**src/rtl/shift_arbiter.sv**
```systemverilog
// rtl/shift_arbiter.sv - round-robin arbiter sharing one shifter between two requesters
// Single registered result stage; a drain and a new grant may share the same edge.
module shift_arbiter #(
   parameter int NREQ = 2,
   parameter int XLEN = 32
) (
   input  logic                     clk_i,
   input  logic                     rst_ni,
   input  logic [NREQ-1:0]          req_valid_i,
   output logic [NREQ-1:0]          req_ready_o,
   input  logic [2*NREQ-1:0]        req_op_i,
   input  logic [NREQ*XLEN-1:0]     req_data_i,
   input  logic [NREQ*$clog2(XLEN)-1:0] req_shamt_i,
   output logic                     rsp_valid_o,
   input  logic                     rsp_ready_i,
   output logic [XLEN-1:0]          rsp_data_o,
   output logic                     rsp_id_o,
   output logic                     rsp_err_o
);
   localparam int SHW = $clog2(XLEN);

   localparam logic [1:0] OP_SLL = 2'b00;
   localparam logic [1:0] OP_SRL = 2'b01;
   localparam logic [1:0] OP_SRA = 2'b10;

   logic            r_valid;
   logic [XLEN-1:0] r_data;
   logic            r_id;
   logic            r_err;
   logic            r_ptr;

   logic            w_slot_free;
   logic [1:0]      w_grant;
   logic            w_xfer;
   logic            w_sel;
   logic [1:0]      w_op;
   logic [XLEN-1:0] w_data;
   logic [SHW-1:0]  w_shamt;
   logic [XLEN-1:0] w_result;
   logic            w_illegal;

   assign w_slot_free = ~r_valid | rsp_ready_i;

   always_comb begin
      w_grant = 2'b00;
      case (req_valid_i)
         2'b01:   w_grant = 2'b01;
         2'b10:   w_grant = 2'b10;
         2'b11:   w_grant = r_ptr ? 2'b10 : 2'b01;
         default: w_grant = 2'b00;
      endcase
   end

   // Gate with rst_ni so ready is low during reset without waiting for an edge.
   assign req_ready_o = (rst_ni && w_slot_free) ? w_grant : 2'b00;
   assign w_xfer      = |req_ready_o;
   assign w_sel       = req_ready_o[1];

   assign w_op    = w_sel ? req_op_i[3:2]                  : req_op_i[1:0];
   assign w_data  = w_sel ? req_data_i[2*XLEN-1:XLEN]      : req_data_i[XLEN-1:0];
   assign w_shamt = w_sel ? req_shamt_i[2*SHW-1:SHW]       : req_shamt_i[SHW-1:0];

   always_comb begin
      w_result  = '0;
      w_illegal = 1'b0;
      case (w_op)
         OP_SLL:  w_result = w_data << w_shamt;
         OP_SRL:  w_result = w_data >> w_shamt;
         OP_SRA:  w_result = XLEN'($signed(w_data) >>> w_shamt);
         default: w_illegal = 1'b1;
      endcase
   end

   always_ff @(posedge clk_i or negedge rst_ni) begin
      if (!rst_ni) begin
         r_valid <= 1'b0;
         r_data  <= '0;
         r_id    <= 1'b0;
         r_err   <= 1'b0;
         r_ptr   <= 1'b0;
      end else if (w_xfer) begin
         r_valid <= 1'b1;
         r_data  <= w_result;
         r_id    <= w_sel;
         r_err   <= w_illegal;
         r_ptr   <= ~w_sel;
      end else if (rsp_ready_i) begin
         r_valid <= 1'b0;
      end
   end

   assign rsp_valid_o = r_valid;
   assign rsp_data_o  = r_data;
   assign rsp_id_o    = r_id;
   assign rsp_err_o   = r_err;
endmodule

```
**config.mk**
```make
export PLATFORM = sky130hd
export DESIGN_NAME = shift_arbiter
export DESIGN_NICKNAME = d
export VERILOG_FILES = /design/src/rtl/shift_arbiter.sv
export SDC_FILE = /design/constraint.sdc
export NUM_CORES = 1
export LEC_CHECK = 0
export ABC_AREA = 0
export BUFFER_PORTS_ARGS = -buffer_cell sky130_fd_sc_hd__buf_2
export CORE_ASPECT_RATIO = 0.6
export CORE_UTILIZATION = 40
export CTS_BUF_LIST = sky130_fd_sc_hd__clkbuf_4 sky130_fd_sc_hd__clkbuf_8
export DETAILED_ROUTE_END_ITERATION = 8
export PLACE_DENSITY_LB_ADDON = 0.3
export SYNTH_ARGS = -nofsm -noshare
export SYNTH_HDL_FRONTEND = slang
export SYNTH_SLANG_ARGS = --single-unit
```
**constraint.sdc**
```tcl
create_clock -name clk_i -period 2.4 [get_ports clk_i]
set_clock_uncertainty 0.15 [all_clocks]
set_input_delay 0.12 -clock clk_i [delete_from_list [all_inputs] [get_ports clk_i]]
set_output_delay 0.12 -clock clk_i [all_outputs]
set_load 0.02 [all_outputs]
```
; After elaboration in Yosys (flattened, before gate mapping)
; Index checks and enable logic that the tools add are counted.
[totals]
register_bits = 36
[classes]
eq_ne = 5
n_shift = 3
muxes = 10
n_bitwise = 3
reduce_logical = 5
[op_table]
columns = operator, count
row1 = case mux 32 bit (3 select lines), 1
row2 = 2-to-1 mux 32 bit, 1
row3 = << shifter 32 x 5 -> 32 bit, 1
row4 = >> shifter 32 x 5 -> 32 bit, 1
row5 = >>> shifter 32 x 5 -> 32 bit, 1
row6 = "== test 2 bit, second input constant", 3
row7 = 2-to-1 mux 2 bit, 3
row8 = case mux 2 bit (3 select lines), 1
row9 = 2-to-1 mux 5 bit, 1
row10 = "== test 2 x 1 -> 1 bit, second input constant", 2
row11 = 2-to-1 mux 1 bit, 3
row12 = OR reduction 3 bit, 1
row13 = logical NOT 2 bit, 1
row14 = NOT 1 bit, 2
row15 = nonzero test 2 bit, 1
row16 = OR reduction 2 bit, 1
row17 = logical AND 1 bit, 1
row18 = OR 1 bit, 1

; Depth between registers and ports, before layout
; Gate-level depths: netlist of run 1.
[logic_depth]
depth_word = 8
depth_mapped = 12
depth_no_buf = 9

; Worst setup path before layout of run 1
; OpenSTA, ideal clock, no wires.
[synth_path]
path_kind = reg-to-reg
start = register r_valid, in the netlist rsp_valid_o
end = register r_data[28], in the netlist rsp_data_o[28]
setup_ns = 0.127
t_arrival_ns = 2.198
required_time_ns = 2.123
path_slack_ns = -0.075
path_stages_with_launch = 11
path_buffers = 1
period_less_slack_ns = 2.475
path_cell_list = dfrtp_1 -> nand2b_4 -> nand4_4 -> inv_2 -> buf_4 -> mux2_1 -> a211o_1 -> o211ai_2 -> o21ai_0 -> a222oi_1 -> inv_1
[synth_via]
elab_chain_len = 7
elab_cells_between_ends = 15
[synth_rtl]
columns = item, line_no
row1 = from (decl), 26  ; logic r_valid;
row2 = from (signal assigned), 76  ; r_valid <= 1'b0;
row3 = from (signal assigned), 82  ; r_valid <= 1'b1;
row4 = from (signal assigned), 88  ; r_valid <= 1'b0;
row5 = NOT 1 bit (*), 42  ; assign w_slot_free = ~r_valid | rsp_ready_i;
row6 = OR 1 bit (*), 42
row7 = logical AND 1 bit (*), 55  ; assign req_ready_o = (rst_ni && w_slot_free) ? w_grant : 2'b00;
row8 = 2-to-1 mux 2 bit (*), 55
row9 = 2-to-1 mux 32 bit (tied with other cells), 60  ; assign w_data = w_sel ? req_data_i[2*XLEN-1:XLEN] : req_data_i[XLEN-1:0];
row10 = >>> shifter 32 x 5 -> 32 bit (tied with other cells), 69  ; OP_SRA: w_result = XLEN'($signed(w_data) >>> w_shamt);
row11 = case mux 32 bit (3 select lines), 66  ; case (w_op)
row12 = to (signal assigned), 83  ; r_data <= w_result;
row13 = to (decl), 27  ; logic [XLEN-1:0] r_data;
; Every way passes the cells marked *; elsewhere a longest branch is shown, timed or not.
; A chain may end at the register's enable or synchronous reset.

; Final worst setup path of run 1
[layout_path]
start = register r_ptr
end = register r_data[3], in the netlist rsp_data_o[3]
[layout_via]
elab_chain_len = 6
elab_cells_between_ends = 14
[layout_rtl]
columns = item, line_no
row1 = from (decl), 30  ; logic r_ptr;
row2 = from (signal assigned), 86  ; r_ptr <= ~w_sel;
row3 = 2-to-1 mux 2 bit (*), 49  ; 2'b11: w_grant = r_ptr ? 2'b10 : 2'b01;
row4 = case mux 2 bit (3 select lines) (*), 46  ; case (req_valid_i)
row5 = 2-to-1 mux 2 bit (*), 55
row6 = 2-to-1 mux 32 bit (tied with other cells), 60
row7 = >>> shifter 32 x 5 -> 32 bit (tied with other cells), 69
row8 = case mux 32 bit (3 select lines), 66
; Marked as above.

==> flow_summary.ini, run 1 <==
[yosys]
count_of_flip_flops_with_a_built_in_enable_after_synthesis = 0
share_of_synthesized_area_occupied_by_flip_flops_and_latches_pct = 11.6
yosys_register_bits = 36
ys_types = 76
postSynth.asyncResetShare_pct = 100
synth_flop_type = sky130_fd_sc_hd__dfrtp_1
synthesis.area_mm2 = 0.00777
netlist.area_leader.share_pct = 19.1
number_of_cells_produced_by_synthesis = 913
synth.area.top_cells = sky130_fd_sc_hd__mux4_2 19%, sky130_fd_sc_hd__mux2i_1 12%, sky130_fd_sc_hd__dfrtp_1 12%
postSynthNetCount = 996
ys_warn_count = 0
syn_area_per_cell_um2 = 8.51
yosys.area.top_type = sky130_fd_sc_hd__mux4_2

[clocking]
clock-sinks = 36
cts_tree = done
worst_skew_pair.late_latency_ns = 0.32
cts_inserted_buffers = 5
clock_path_buffers = 2
root_buffer = sky130_fd_sc_hd__clkbuf_8
cts.clk_slew.worst_paths_ns = 0.08
cts-htree-levels = 2

[timing]
final_tns_setup_ns = -4.57
timing.final.crit_period_ns = 2.64
grt_setup_unrepaired = yes
slew_viol_final = 0
post-route-period-util_pct = 110
max_clock_freq_mhz = 379
slew-limit-headroom_pct = 65.8
finalHoldViolations = 0
finalSetupViolCount = 32
fin_ws_ns = -0.236
slew_at_the_pin_with_the_worst_max_slew_slack_ns = 0.499

[cells_and_area]
drive_gt1_share_pct = 55.5
area_delta_synth_final_pct = 57.3
area_of_the_multi_input_gates_mm2 = 0.00713
storage_element_area_um2 = 902
nets = 1391
final_design_area_no_fill_mm2 = 0.0122
num-fill-cells = 1667
fin_util_pct = 64.2

[setup_path]
crit_path_start_kind = flip-flop
ff2ff_path_depth = 13
crit_path_end_kind = flip-flop
critPathMaxStageDelay_ns = 0.38
timing.rr.start = r_ptr$_DFFE_PN0P_
worstReg2RegEnd = rsp_data_o[3]$_DFFE_PN0P_
cp_max_fanout = 8
r2r_slack_ns = -0.24
setup.worst_path.class = reg2reg
timing.critical_path.buf_inv = 5
path_cells = nand2b_4, nand4_4, buf_12, inv_12, buf_4, buf_6, buf_6, a32o_1, a221o_1, o22ai_2, o21ai_1, nor3_1, nor3_1
worst_path_required_time_ns = 2.45
timing.critical_path.slowest_stage_cell = sky130_fd_sc_hd__dfrtp_1
top_delay_family_on_crit_path = compound AO/OA/AOI/OAI gates
arrival_ns = 2.69

[power_and_ir_drop]
cellLeakagePower_nw = 5.42
fin_total_pwr_mw = 5.76
worst_ir_drop_vdd_v = 0.000421
power.density_mw_per_mm2 = 472

[global_routing]
overflow = 0
grt_max_degree = 37
grt_pass1_vias = 9163
globalRouteTotalUtil_pct = 43.2
wire_length_of_the_first_global_routing_pass_um = 61500
grt_antenna_before_repair = 1

[floorplanning]
floorplan.die.height_um = 110
initial_core_util_pct = 40.8
core_area_mm2 = 0.0190
dieWidth_um = 182
fp.dieArea_mm2 = 0.0200
top_level_ports = 120
std_cell_rows = 39

[detailed_routing]
met1_length_um = 19600
ant_nets = 0
topRoutingLayerUsed = met5
met2_length_um = 15600
post-route-drc-count = 0
routed_wirelength_um = 43600
drt-vias-per-instance = 6.66
post_drt_wl_per_cell_um = 28.0
detailroute.wirelength.met3_um = 7210
dr.pass1.iters = 6
vias = 10361
first_iter_violations = 1287

[placement]
finalWeightedCongestion = 1.07
hpwl_um = 34300
preCtsSetupSlack_ns = -0.385
port_buffers = 119
place_area_mm2 = 0.0106

[outcome]
status = complete, but fails checks
failed_checks = negative setup slack

[hold_path]
min_path_cells = 4
hold_path.startpoint = rsp_ready_i
whs_endpoint = rsp_valid_o$_DFFE_PN0P_
worst_hold_path_type = in2reg

[run]
cap_violations = 0
## per-stage QoR
stage | cells | hold slack (ns)
detailed placement | 1492 | 0.135
CTS | 1543 | 0.0504
global placement | 1492 | 0.128
global route | 1555 | 0.0788
floorplan | 913 | -0.326
finish | 1556 | 0.0548
## where the power goes
part           internal, mW  switching [mW]
sequential            0.779           0.113
clock                 0.321           0.284
combinational          1.89            2.37
## what timing repair did
action                                  4_1_cts  5_1_grt
hold endpoints to repair                     36        0
buffers inserted                             42       14
gates cloned                                  2        1
gates resized for setup                     173       72
endpoints found under the setup margin       32       32
pin swaps                                    39       44
hold buffers                                  1        0
## cell usage in the layout (no fill, tap or decap), types with 22 or more instances in the layout
| cell type | n |
|---|---|
| sky130_fd_sc_hd__a21oi_1 | 52 |
| sky130_fd_sc_hd__buf_2 | 117 |
| sky130_fd_sc_hd__buf_4 | 297 |
| sky130_fd_sc_hd__buf_6 | 30 |
| sky130_fd_sc_hd__dfrtp_1 | 35 |
| sky130_fd_sc_hd__mux2_2 | 25 |
| sky130_fd_sc_hd__mux2i_1 | 82 |
| sky130_fd_sc_hd__mux4_2 | 66 |
| sky130_fd_sc_hd__nand2_1 | 89 |
| sky130_fd_sc_hd__nor2_1 | 93 |
| sky130_fd_sc_hd__o211ai_1 | 22 |
| sky130_fd_sc_hd__o21ai_0 | 27 |
| sky130_fd_sc_hd__o21ai_1 | 23 |
## layout make-up
type / count / area share (%)
flip-flops and latches: 36 / 7.38
repair buffers: 474 / 30.4
repair inverters: 1 / 0.0922
diodes: 1 / 0.0205
multi-input cells: 782 / 58.3
clock buffers: 6 / 0.625
well taps: 246 / 2.52
clock inverters: 2 / 0.287
inverters: 8 / 0.348
## sequential cells by signal, indices dropped and copies added, names as in the netlist
register	cells
rsp_err_o	1
rsp_valid_o	1
rsp_data_o	32
rsp_id_o	1
r_ptr	1
## cell usage after synthesis (all sizes together) (9+ instances only)
master,instances
a211oi,13
nand2,101
buf,72
mux2i,96
o211ai,23
nor3,26
a21oi,65
mux4,72
a221oi,12
o21ai,62
clkbuf,16
dfrtp,36
nor2,112
nand3,19
o221ai,9
mux2,35
## tightest hold or removal path, cell delays in order
cell and delay (ns):
sky130_fd_sc_hd__buf_2 0.08, sky130_fd_sc_hd__nand2b_4 0.14, sky130_fd_sc_hd__buf_4 0.11, sky130_fd_sc_hd__nand2_1 0.04
## per-layer routing
layer | vias to the layer above | GRT usage [%]
met2 | 779 | 54.3
met3 | 95 | 20.4
li1 | 4408 | -
met4 | 8 | 7.68
met5 | - | 3.75
met1 | 5071 | 64.3
## kinds of logic (layout without fill, tap and decap cells)
group	Yosys count	after routing	share of synthesized area, %
buffers and inverters	96	491	7.43
AND/OR/NAND/NOR	298	298	16.9
flip-flops	36	36	11.6
AO/OA/AOI/OAI	280	280	24.9
multiplexers	203	204	39.1
other	0	1	0
## how the worst max path moves through the flow
| stage | startpoint | to | slack (ns) | cells after the start |
|---|---|---|---|---|
| after global routing | r_ptr$_DFFE_PN0P_ | rsp_data_o[4]$_DFFE_PN0P_ | -0.34 | 13 |
| after global placement | r_ptr$_DFFE_PN0P_ | rsp_data_o[14]$_DFFE_PN0P_ | -0.37 | 9 |
| after detailed placement | r_ptr$_DFFE_PN0P_ | rsp_data_o[3]$_DFFE_PN0P_ | -0.38 | 10 |
| after floorplan | rsp_valid_o$_DFFE_PN0P_ | rsp_data_o[28]$_DFFE_PN0P_ | 0.02 | 10 |
| after CTS | rsp_valid_o$_DFFE_PN0P_ | rsp_data_o[28]$_DFFE_PN0P_ | -0.16 | 11 |
| final | r_ptr$_DFFE_PN0P_ | rsp_data_o[3]$_DFFE_PN0P_ | -0.24 | 13 |
No activity file was read; power rests on OpenSTA's default activity.
==> inputs of run 2 (changes only) <==
--- a/config.mk
+++ b/config.mk
@@ -6,11 +6,11 @@
 export NUM_CORES = 1
 export LEC_CHECK = 0
 export ABC_AREA = 0
-export BUFFER_PORTS_ARGS = -buffer_cell sky130_fd_sc_hd__buf_2
 export CORE_ASPECT_RATIO = 0.6
 export CORE_UTILIZATION = 40
 export CTS_BUF_LIST = sky130_fd_sc_hd__clkbuf_4 sky130_fd_sc_hd__clkbuf_8
 export DETAILED_ROUTE_END_ITERATION = 8
+export DONT_BUFFER_PORTS = 1
 export PLACE_DENSITY_LB_ADDON = 0.3
 export SYNTH_ARGS = -nofsm -noshare
 export SYNTH_HDL_FRONTEND = slang
==> run 2 against run 1 <==
Compared with the run above:
- the run still ends with negative setup slack left
- largest cell class unchanged
- core utilization down 11 points
- critical path type unchanged
- first-iteration DRC count up 25%
- sequential power up 27%
- via count down 12%
- critical endpoint is now rsp_data_o[15]$_DFFE_PN0P_
- die area unchanged
- worst hold slack worse by 0.0059 ns
- wire length down 7.2%
- critical path depth down 3
- non-clock buffer count down 264
==> flow_summary.ini, run 2 (synthesized netlist as in run 1, its figures left out) <==
[global_routing]
overflow = 0
grt_pass1_vias = 7947
wire_length_of_the_first_global_routing_pass_um = 56500
globalRouteTotalUtil_pct = 39.9
grt_antenna_before_repair = 1
grt_max_degree = 78

[setup_path]
path_cells = nand2b_4, nand4_4, buf_4, buf_6, mux2_4, nor2_4, buf_8, o221ai_1, a32oi_1, nand2_1
crit_path_end_kind = flip-flop
setup.worst_path.class = reg2reg
timing.critical_path.slowest_stage_cell = sky130_fd_sc_hd__dfrtp_2
worst_path_required_time_ns = 2.46
cp_max_fanout = 8
ff2ff_path_depth = 10
arrival_ns = 2.65
worstReg2RegEnd = rsp_data_o[15]$_DFFE_PN0P_
crit_path_start_kind = flip-flop
timing.rr.start = rsp_valid_o$_DFFE_PN0P_
critPathMaxStageDelay_ns = 0.43
r2r_slack_ns = -0.19

[cells_and_area]
nets = 1126
num-fill-cells = 1764
area_delta_synth_final_pct = 31.1
largest_register_ffs = 32
layout.cells.most_common_list = 175 x sky130_fd_sc_hd__buf_4, 100 x sky130_fd_sc_hd__nor2_1, 96 x sky130_fd_sc_hd__nand2_1
drive_gt1_share_pct = 42.0
layout_commonest_cell = sky130_fd_sc_hd__buf_4
instances_no_fill = 1291

[clocking]
cts-htree-levels = 2
clock-sinks = 36
cts_tree = done
cts.clk_slew.worst_paths_ns = 0.09
cts_inserted_buffers = 5
clock_path_buffers = 2
root_buffer = sky130_fd_sc_hd__clkbuf_8
worst_skew_pair.late_latency_ns = 0.32

[placement]
post-place-cells = 1262
hpwl_um = 31800
finalWeightedCongestion = 1.03
port_buffers = 0

[floorplanning]
std_cell_rows = 39
core_area_mm2 = 0.0190
initial_core_util_pct = 40.8
floorplan.die.height_um = 110
fp.dieArea_mm2 = 0.0200
dieWidth_um = 182
top_level_ports = 120

[detailed_routing]
vias = 9097
post-route-drc-count = 0
ant_nets = 0
drt-vias-per-instance = 7.05
routed_wirelength_um = 40400
post_drt_wl_per_cell_um = 31.3
first_iter_violations = 1608
dr.pass1.iters = 6

[timing]
post-route-period-util_pct = 108
max_clock_freq_mhz = 386
final_tns_setup_ns = -3.42
timing.final.crit_period_ns = 2.59
finalHoldViolations = 0
slew-limit-headroom_pct = 39.1
grt_setup_unrepaired = yes
slew_at_the_pin_with_the_worst_max_slew_slack_ns = 0.904
fin_ws_ns = -0.194
slew_viol_final = 0
finalSetupViolCount = 31

[run]
cap_violations = 0

[hold_path]
whs_endpoint = r_ptr$_DFFE_PN0P_
min_path_cells = 2
hold_path.startpoint = req_valid_i[0]
worst_hold_path_type = in2reg

[power_and_ir_drop]
worst_ir_drop_vdd_v = 0.000354
cellLeakagePower_nw = 4.08
fin_total_pwr_mw = 4.89
power.density_mw_per_mm2 = 481

[outcome]
status = complete, but fails checks
failed_checks = negative setup slack
## run 2: cell types whose count changed in the layout (fill, tap and decap cells not counted), sizes merged
| cell | before | now |
|---|---|---|
| dlygate4sd3 | 1 | 2 |
| buf | 472 | 207 |
| inv | 9 | 8 |
## run 2: stage by stage
step / utilization, % / setup WS (ns) / hold slack [ns] / area [µm²]
6_report: 53.5 / -0.194 / 0.0489 / 10200
3_5_place_dp: 47.8 / -0.277 / -0.325 / 9090
2_1_floorplan: - / 0.0180 / -0.326 / 7770
3_3_place_gp: 47.8 / -0.258 / -0.325 / 9090
4_1_cts: 51.0 / -0.147 / 0.0441 / 9700
5_1_grt: 53.5 / -0.226 / 0.0638 / 10200
## run 2: final cells by class
cell class | count | area [µm²] | area share, %
Antenna cell | 1 | 2.50 | 0.0246
Clock buffer | 6 | 76.3 | 0.750
Clock inverter | 2 | 35.0 | 0.344
Inverter | 8 | 35.0 | 0.344
Multi-Input combinational cell | 782 | 6970 | 68.5
Sequential cell | 36 | 902 | 8.86
Tap cell | 246 | 308 | 3.02
Timing Repair Buffer | 210 | 1850 | 18.2
## run 2: repair_timing
action                     CTS  global route
pin swaps                    8            32
setup buffers                9             8
hold endpoints to repair    37             0
resized for setup           89            88
gates cloned                 2             1
hold buffers                 3             0
setup endpoints to repair   32            32
## run 2: how the worst max path moves through the flow
| stage | from | endpoint | slack (ns) |
|---|---|---|---|
| 3_3_place_gp | rsp_valid_o$_DFFE_PN0P_ | rsp_data_o[17]$_DFFE_PN0P_ | -0.26 |
| 6_report | rsp_valid_o$_DFFE_PN0P_ | rsp_data_o[15]$_DFFE_PN0P_ | -0.19 |
| 2_1_floorplan | rsp_valid_o$_DFFE_PN0P_ | rsp_data_o[28]$_DFFE_PN0P_ | 0.02 |
| 5_1_grt | rsp_valid_o$_DFFE_PN0P_ | rsp_data_o[30]$_DFFE_PN0P_ | -0.23 |
| 3_5_place_dp | r_ptr$_DFFE_PN0P_ | rsp_data_o[13]$_DFFE_PN0P_ | -0.28 |
| 4_1_cts | r_ptr$_DFFE_PN0P_ | rsp_data_o[8]$_DFFE_PN0P_ | -0.15 |
## run 2: report_power, final
part / leakage, nW / internal (mW) / total, mW / switching, mW
clock: 0.0586 / 0.321 / 0.606 / 0.285
combinational: 3.56 / 1.45 / 3.16 / 1.71
sequential: 0.463 / 0.777 / 1.13 / 0.354
## run 2: routing by layer
layer / track usage (%) / routed length [µm]
met1: 63.2 / 18500
met4: 4.80 / 566
met5: 0 / 0
met3: 16.6 / 6940
met2: 48.5 / 14500
## run 2: worst max-delay path: cells and delay by family, from the launching register on
family / cells / cell delay, ns
simple gates: 4 / 0.56
buf+inv: 3 / 0.51
mux: 1 / 0.36
compound gates: 2 / 0.45
flops: 1 / 0.43
==> inputs of run 3 (changes only) <==
--- a/config.mk
+++ b/config.mk
@@ -11,7 +11,9 @@
 export CTS_BUF_LIST = sky130_fd_sc_hd__clkbuf_4 sky130_fd_sc_hd__clkbuf_8
 export DETAILED_ROUTE_END_ITERATION = 8
 export DONT_BUFFER_PORTS = 1
+export GPL_TIMING_DRIVEN = 0
 export PLACE_DENSITY_LB_ADDON = 0.3
+export SKIP_LAST_GASP = 1
 export SYNTH_ARGS = -nofsm -noshare
 export SYNTH_HDL_FRONTEND = slang
 export SYNTH_SLANG_ARGS = --single-unit
==> run 3 against run 2 <==
Compared with the run above:
- the run still ends with negative setup slack left
- final area fell by 3.2%
- largest cell class unchanged
- final cell count fell by 4.7%
- global-route usage rose by 6.1 points
- via count rose by 4.4%
- sequential power barely moved
- critical endpoint is now rsp_data_o[0]$_DFFE_PN0P_
==> flow_summary.ini, run 3 (synthesized netlist as in run 1, its figures left out) <==
[global_routing]
grt_pass1_vias = 8536
overflow = 0
wire_length_of_the_first_global_routing_pass_um = 64200
globalRouteTotalUtil_pct = 46.1
grt_antenna_before_repair = 1
grt_max_degree = 37

[detailed_routing]
dr.pass1.iters = 9
vias = 9494
ant_nets = 0
drt-vias-per-instance = 7.72
first_iter_violations = 1532
post_drt_wl_per_cell_um = 37.9
post-route-drc-count = 0
routed_wirelength_um = 46700

[power_and_ir_drop]
power.clock.fraction_pct = 11.5
switchingPower_mw = 2.59
power.density_mw_per_mm2 = 502
share_comb_of_total_power_pct = 65.7
seq_power_share_pct = 22.8
power.switching_fraction_pct = 52.5
fin_total_pwr_mw = 4.94
cellLeakagePower_nw = 3.78
internal_power_mw = 2.35
worst_ir_drop_vdd_v = 0.000339

[outcome]
failed_checks = negative setup slack
status = complete, but fails checks

[cells_and_area]
layout_commonest_cell = sky130_fd_sc_hd__nor2_1
layout.cells.most_common_list = 92 x sky130_fd_sc_hd__nor2_1, 91 x sky130_fd_sc_hd__nand2_1, 75 x sky130_fd_sc_hd__mux2i_1
final_design_area_no_fill_mm2 = 0.00985
num-fill-cells = 1851
drive_gt1_share_pct = 39.6
area_delta_synth_final_pct = 26.8
n_antenna_cell = 0
fin_util_pct = 51.8
largest_register_ffs = 32
nets = 1066

[timing]
post-route-period-util_pct = 114
finalHoldViolations = 0
fin_ws_ns = -0.347
timing.final.crit_period_ns = 2.75
grt_setup_unrepaired = yes
finalSetupViolCount = 32
slew-limit-headroom_pct = 37.4
slew_at_the_pin_with_the_worst_max_slew_slack_ns = 0.913
hold_slack_ns = 0.0601
slew_viol_final = 0
final_tns_setup_ns = -7.12
max_clock_freq_mhz = 364

[hold_path]
hold_path.startpoint = rsp_ready_i
min_path_cells = 4
worst_hold_path_type = in2reg

[clocking]
cts_tree = done
worst_skew_pair.late_latency_ns = 0.31
root_buffer = sky130_fd_sc_hd__clkbuf_8
cts-htree-levels = 2
clock_path_buffers = 2
cts_inserted_buffers = 5
cts.clk_slew.worst_paths_ns = 0.08
clock-sinks = 36

[placement]
hpwl_um = 36500
port_buffers = 0
finalWeightedCongestion = 1.09
place_area_mm2 = 0.00808

[setup_path]
ff2ff_path_depth = 10
crit_path_start_kind = flip-flop
crit_path_end_kind = flip-flop
timing.rr.start = rsp_valid_o$_DFFE_PN0P_
worst_path_required_time_ns = 2.45
setup.worst_path.class = reg2reg
critPathLaunch = rsp_valid_o$_DFFE_PN0P_
cp_max_fanout = 6
arrival_ns = 2.80

[floorplanning]
initial_core_util_pct = 40.8
fp.dieArea_mm2 = 0.0200
top_level_ports = 120
core_area_mm2 = 0.0190
floorplan.die.height_um = 110
std_cell_rows = 39
dieWidth_um = 182

[run]
cap_violations = 0
==> run 3: stage by stage <==
| step | setup slack, ns | cells |
|---|---|---|
| floorplan | 0.0180 | 913 |
| global placement | -1.23 | 1159 |
| detailed placement | -1.07 | 1159 |
| CTS | -0.301 | 1204 |
| global route | -0.404 | 1230 |
| finish | -0.347 | 1230 |
==> run 3: area by class of cell <==
cell class	instances	area [µm²]	share of cell area, %
repair buffers	63	562	5.70
plain buffers	88	828	8.41
multi-input cells	781	7100	72.1
well taps	246	308	3.12
clock buffers	5	68.8	0.699
inverters	8	35.0	0.356
flip-flops and latches	36	902	9.16
clock inverters	3	42.5	0.432
==> run 3: timing repair <==
action	CTS	global route
hold buffers	2	0
gates cloned	1	3
endpoints found under the hold margin	36	0
setup buffers	34	23
resized for setup	179	112
endpoints found under the setup margin	37	33
pin swaps	13	28
==> run 3: power groups by stage <==
stage                     logic, mW  registers [mW]  clock network, mW
final                          3.24            1.13              0.570
after global routing           3.30            1.15              0.591
after CTS                      2.81            1.13              0.566
after detailed placement       2.41            1.14                  0
after global placement         2.45            1.14                  0
after floorplan                1.58            1.09                  0
==> run 3: metal layers <==
layer / GRT usage (%) / routed length [µm]
met1: 68.7 / 20100
met2: 55.8 / 16300
met3: 25.3 / 9130
met4: 7.08 / 1010
met5: 0 / 153
==> run 3: worst paths after layout <==
kind | end | slack (ns)
worst min-delay path | rsp_valid_o$_DFFE_PN0P_ | 0.06
worst max-delay path | rsp_data_o[0]$_DFFE_PN0P_ | -0.35
worst min register to register | r_ptr$_DFFE_PN0P_ | 0.46
min in group asynchronous | rsp_data_o[6]$_DFFE_PN0P_ | 0.08
worst max register to register | rsp_data_o[0]$_DFFE_PN0P_ | -0.35
max in group asynchronous | rsp_data_o[20]$_DFFE_PN0P_ | 1.79
==> run 3: critical path, cell delays in order (launching register included) <==
cell,delay [ns]
sky130_fd_sc_hd__dfrtp_2,0.45
sky130_fd_sc_hd__nand2b_4,0.09
sky130_fd_sc_hd__nand4_4,0.17
sky130_fd_sc_hd__clkinv_4,0.11
sky130_fd_sc_hd__buf_4,0.15
sky130_fd_sc_hd__a21o_4,0.24
sky130_fd_sc_hd__buf_2,0.17
sky130_fd_sc_hd__o31ai_1,0.40
sky130_fd_sc_hd__o221ai_1,0.19
sky130_fd_sc_hd__a21boi_1,0.17
sky130_fd_sc_hd__a221o_1,0.33
